**src/rtl/seq_pkg.sv**
```systemverilog
// Shared definitions for the sequence serializer and the detector it feeds.
package seq_pkg;

  typedef enum logic {
    ST_IDLE  = 1'b0,
    ST_SHIFT = 1'b1
  } seq_state_t;

  localparam int         SEQ_WIDTH   = 4;
  localparam logic [3:0] SEQ_PATTERN = 4'b1101;

endpackage

```
**src/rtl/seq_word_buffer.sv**
```systemverilog
// Single-entry hold register between the word source and the shifter.
// Latency: a word is visible in hold the cycle after it is accepted.
// Backpressure: data_ready = ~hold_full; the source holds its word until it is taken.
module seq_word_buffer
  import seq_pkg::*;
#(
  parameter int WIDTH = SEQ_WIDTH
) (
  input  logic             clk,
  input  logic             reset,
  input  logic [WIDTH-1:0] data_in,
  input  logic             data_valid,
  input  logic             pop,
  output logic             data_ready,
  output logic [WIDTH-1:0] hold,
  output logic             hold_full
);

  assign data_ready = ~hold_full;

  // Push and pop never coincide: push needs an empty hold, pop needs a full one.
  always_ff @(posedge clk or posedge reset) begin
    if (reset) begin
      hold      <= '0;
      hold_full <= 1'b0;
    end else if (data_valid && data_ready) begin
      hold      <= data_in;
      hold_full <= 1'b1;
    end else if (pop) begin
      hold_full <= 1'b0;
    end
  end

endmodule

```
**src/rtl/seq_serializer.sv**
```systemverilog
// Parallel-to-serial feeder for the sequence detector; MSB first, LSB first with SEQ_SERIALIZER_LSB_FIRST_EN.
// Latency: first seq_valid two edges after the accept edge; gapless when the hold is refilled in time.
// Backpressure: data_ready low while the hold is full; enable low freezes shifting without loss.
module seq_serializer
  import seq_pkg::*;
#(
  parameter int WIDTH = SEQ_WIDTH
) (
  input  logic             clk,
  input  logic             reset,
  input  logic [WIDTH-1:0] data_in,
  input  logic             data_valid,
  output logic             data_ready,
  input  logic             enable,
  output logic             seq,
  output logic             seq_valid,
  output logic             busy,
  output logic             underrun
);

  localparam int CNT_W = $clog2(WIDTH);

  seq_state_t       state;
  logic [CNT_W-1:0] cnt;
  logic [WIDTH-1:0] sreg;
  logic [WIDTH-1:0] sreg_next;
  logic [WIDTH-1:0] hold;
  logic             hold_full;
  logic             out_bit;
  logic             last_bit;
  logic             pop;

`ifdef SEQ_SERIALIZER_LSB_FIRST_EN
  assign out_bit   = sreg[0];
  assign sreg_next = sreg >> 1;
`else
  assign out_bit   = sreg[WIDTH-1];
  assign sreg_next = sreg << 1;
`endif

  assign last_bit = (cnt == CNT_W'(WIDTH - 1));
  assign pop      = enable & hold_full & ((state == ST_IDLE) | ((state == ST_SHIFT) & last_bit));
  assign busy     = (state == ST_SHIFT) | hold_full;

  seq_word_buffer #(.WIDTH(WIDTH)) u_buf (
    .clk        (clk),
    .reset      (reset),
    .data_in    (data_in),
    .data_valid (data_valid),
    .pop        (pop),
    .data_ready (data_ready),
    .hold       (hold),
    .hold_full  (hold_full)
  );

  always_ff @(posedge clk or posedge reset) begin
    if (reset) begin
      state     <= ST_IDLE;
      cnt       <= '0;
      sreg      <= '0;
      seq       <= 1'b0;
      seq_valid <= 1'b0;
      underrun  <= 1'b0;
    end else begin
      underrun <= 1'b0;
      case (state)
        ST_IDLE: begin
          seq_valid <= 1'b0;
          if (pop) begin
            sreg  <= hold;
            cnt   <= '0;
            state <= ST_SHIFT;
          end
        end
        ST_SHIFT: begin
          if (enable) begin
            seq       <= out_bit;
            seq_valid <= 1'b1;
            if (last_bit) begin
              cnt <= '0;
              // A waiting word is loaded on the final-bit edge so the next bit follows directly.
              if (hold_full) begin
                sreg <= hold;
              end else begin
                sreg     <= sreg_next;
                state    <= ST_IDLE;
                underrun <= 1'b1;
              end
            end else begin
              sreg <= sreg_next;
              cnt  <= cnt + 1'b1;
            end
          end else begin
            seq_valid <= 1'b0;
          end
        end
        default: state <= ST_IDLE;
      endcase
    end
  end

endmodule

```
**config.mk**
```make
export PLATFORM = sky130hd
export DESIGN_NAME = seq_serializer
export DESIGN_NICKNAME = d
export VERILOG_FILES = /design/src/rtl/seq_pkg.sv /design/src/rtl/seq_word_buffer.sv /design/src/rtl/seq_serializer.sv
export SDC_FILE = /design/constraint.sdc
export NUM_CORES = 1
export LEC_CHECK = 0
export ABC_AREA = 0
export BUFFER_PORTS_ARGS = -buffer_cell sky130_fd_sc_hd__buf_2
export CORE_UTILIZATION = 40
export CTS_CLUSTER_DIAMETER = 120
export DETAILED_ROUTE_END_ITERATION = 10
export PLACE_DENSITY = 0.65
export SLEW_MARGIN = 20
export SYNTH_ARGS = -nofsm -noshare
export SYNTH_HDL_FRONTEND = slang
export SYNTH_SLANG_ARGS = --single-unit
export TNS_END_PERCENT = 30
```
**constraint.sdc**
```tcl
create_clock -name clk -period 1.39 [get_ports clk]
set_input_delay 0.2085 -clock clk [delete_from_list [all_inputs] [get_ports clk]]
set_output_delay 0.2085 -clock clk [all_outputs]
set_load 0.01 [all_outputs]
```
==> impl_results.md <==
- Worst-path fanout max: 3
- Status: finished, final reports clean
- Critical path launch point type: register
- WP data required: 1.18 ns
- Fin cells: 88
- Ratio of final minimum period to clock period: 0.943
- Top post-synthesis cells by count: 15 x dfrtp_1, 5 x mux2_2, 5 x nor2_1
- Final setup viols: 0
- Crit end category: primary output
- CTS Buf Count: 3
- Worst slew pin tran: 0.562 ns
- Reg-to-reg critical path startpoint: cnt[0]
- VDD IR max: 0.000974 V
- Area of the multi-input gates: 251 um^2
- Synth area leader: dfrtp_1
- Grt total ovfl: 0
- Starting density of the core: 0.429
- Setup ws final: 0.0795 ns
- Via count: 439
- Row cnt: 14
- Total iterations of the first detailed-routing run: 3
- Syn_nets: 63
- Die X: 42.2 um
- FF-to-FF path depth: 4
- H-tree Lvls: 1
- WS Path Type: reg2out
- Total power: 1.51 mW
- Place WS: 0.115 ns
- Vias in the first global route: 407
- R2R setup slack: 0.11 ns
- Max frequency: 763 MHz
- Critical R2R Capture: sreg[2]
- Slew Viols, Final: 0
- Drt via density: 4.99
- Register area share after synthesis: 0.580
- Top_reg_cell synth: dfrtp_1
- Clock Skew: 0.00754 ns
- Routability cong.: 0.743
- Hold Startpoint: data_in[2]
- Synthesized area: 647 um^2
- P&R area growth vs syn: 21.1%
- Number of flops mapped to enable cells by yosys: 0
- Initial antenna violation count: 0
- Synth warnings: 0
- Worst-path cell chain: or2_2 > buf_2
- All-Layer GR Usage: 0.136
- # diodes: 0
- Later-pin clock latency in the skew report: 0.28 ns
- Fin nets: 83
- Yosys cell types: 17
- Max_cap viols: 0
- Filler cells: 139
- Die ar.: 1780 um^2
- Yosys reg bits: 15
- RSZ-0062 raised after global routing: false
- Crit-path slowest cell: dfrtp_2
- Routed wire length: 983 um
- Max transition margin: 0.625
- Die Y: 42.2 um
- Worst path max stage delay: 0.42 ns
- # DRC: 0
- Top cells by area, synth: dfrtp_1 58%, mux2_2 8.7%, mux2i_1 4.6%
- Leak pwr: 0.402 nW
- Top-count cell post-synth: dfrtp_1
- CTS Sinks: 15
- Hold worst-path end: u_buf.hold[2]
- Final min period: 1.31 ns
- CTS root buf: clkbuf_4
- WL/cell: 11.2 um
- Power density cells: 1930 nW/um^2
- Max Root-Sink Buffers: 2
- Core Box Area: 1510 um^2
- CP Data Arrival Time: 1.10 ns
- PortBufs: 12
- # placed instances: 80
- Type of the worst min-delay path: in2reg
- Detailed Route Iter0 Violations: 4
- Io pins: 13
- Number of antenna-violating nets in the routed design: 0
- Post-synth top area share: 0.580
- Hpwl dp: 710 um
- Layout cells sized above 1: 0.389
- First-pass GRT wire length: 1730 um
- Final Hold Viols: 0
- CTS tree: done
- Clock transition at path regs: 0.09 ns
- Register Area: 378 um^2
- Post-synthesis async set-or-reset flop share: 1.00
- Setup_tns: 0 ns
- Pin count of the biggest net entering global routing: 16
- Cells after Synth: 53
- Hold Crit Depth: 2
- Avg Inst Size Synth: 12.2 um^2
power by group:
part / leakage, nW / internal (mW) / switching, mW / total [mW]
Clock: 0.0150 / 0.111 / 0.131 / 0.243
Sequential: 0.175 / 0.623 / 0.101 / 0.723
Combinational: 0.212 / 0.301 / 0.247 / 0.548
registers in the layout, indices dropped and copies added (netlist names):
| name | flops |
|---|---|
| cnt | 2 |
| seq | 1 |
| seq_valid | 1 |
| sreg | 4 |
| state | 1 |
| u_buf.hold | 4 |
| u_buf.hold_full | 1 |
| underrun | 1 |
cell usage in the layout, fill, tap and decap left out, types with 4 or more instances in the layout:
master,synthesis,routed
inv_1,4,4
buf_2,0,12
dfrtp_1,15,13
mux2_2,5,5
nor2_1,5,5
nand2_1,4,4
a21oi_1,4,4
area by class of cell:
class,instances,share of cell area
Multi-Input combinational cell,33,0.321
Inverter,4,0.0192
Clock buffer,4,0.0335
Sequential cell,15,0.482
Timing Repair Buffer,16,0.118
Tap cell,16,0.0256
critical path: cells and delay by family, from the launching register on:
kind	cells	cell delay (ns)
buffers and inverters	1	0.14
DFF	1	0.42
and+or+nand+nor	1	0.26
how the worst max path moves through the flow:
stage               endpoint    from  cells after the start  slack, ns
floorplan            sreg[1]  cnt[0]                      4       0.19
global placement     sreg[3]  cnt[0]                      4       0.14
detailed placement   sreg[3]  cnt[0]                      4       0.12
CTS                     busy   state                      2       0.01
global route         sreg[2]  cnt[0]                      4      0.009
finish                  busy   state                      2       0.08
cells by family (layout without fill, tap and decap cells):
group           count (synthesis)  count (layout)  share of synthesized area
compound gates                 11              11                      0.132
simple gates                   12              12                     0.0851
flops                          15              15                      0.580
buf+inv                         5              24                     0.0309
fa+ha+maj                       2               2                     0.0387
mux                             8               8                      0.133
what timing repair did:
| action | 4_1_cts | 5_1_grt |
|---|---|---|
| hold buffers | 1 | 0 |
| setup buffers | 1 | 2 |
| endpoints found under the hold margin | 15 | 0 |
| endpoints found under the setup margin | 1 | 1 |
| gates resized for setup | 1 | 1 |
| pin swaps | 0 | 0 |
layer usage:
metal	track usage	up-vias	routed length [um]	share of wire
li1	-	219	-	-
met1	0.165	207	473	0.48
met2	0.197	11	435	0.44
met3	0.0776	2	63	0.064
met4	0.0563	0	11	0.011
met5	0	-	0	0
metrics by stage:
| step | hold slack [ns] | area (um^2) | util |
|---|---|---|---|
| after floorplan | 0.110 | 647 | - |
| after global placement | 0.288 | 722 | 0.479 |
| after detailed placement | 0.286 | 722 | 0.479 |
| after CTS | 0.149 | 767 | 0.509 |
| after global routing | 0.144 | 783 | 0.520 |
| final | 0.156 | 783 | 0.520 |
(Power assumes the default switching activity.)
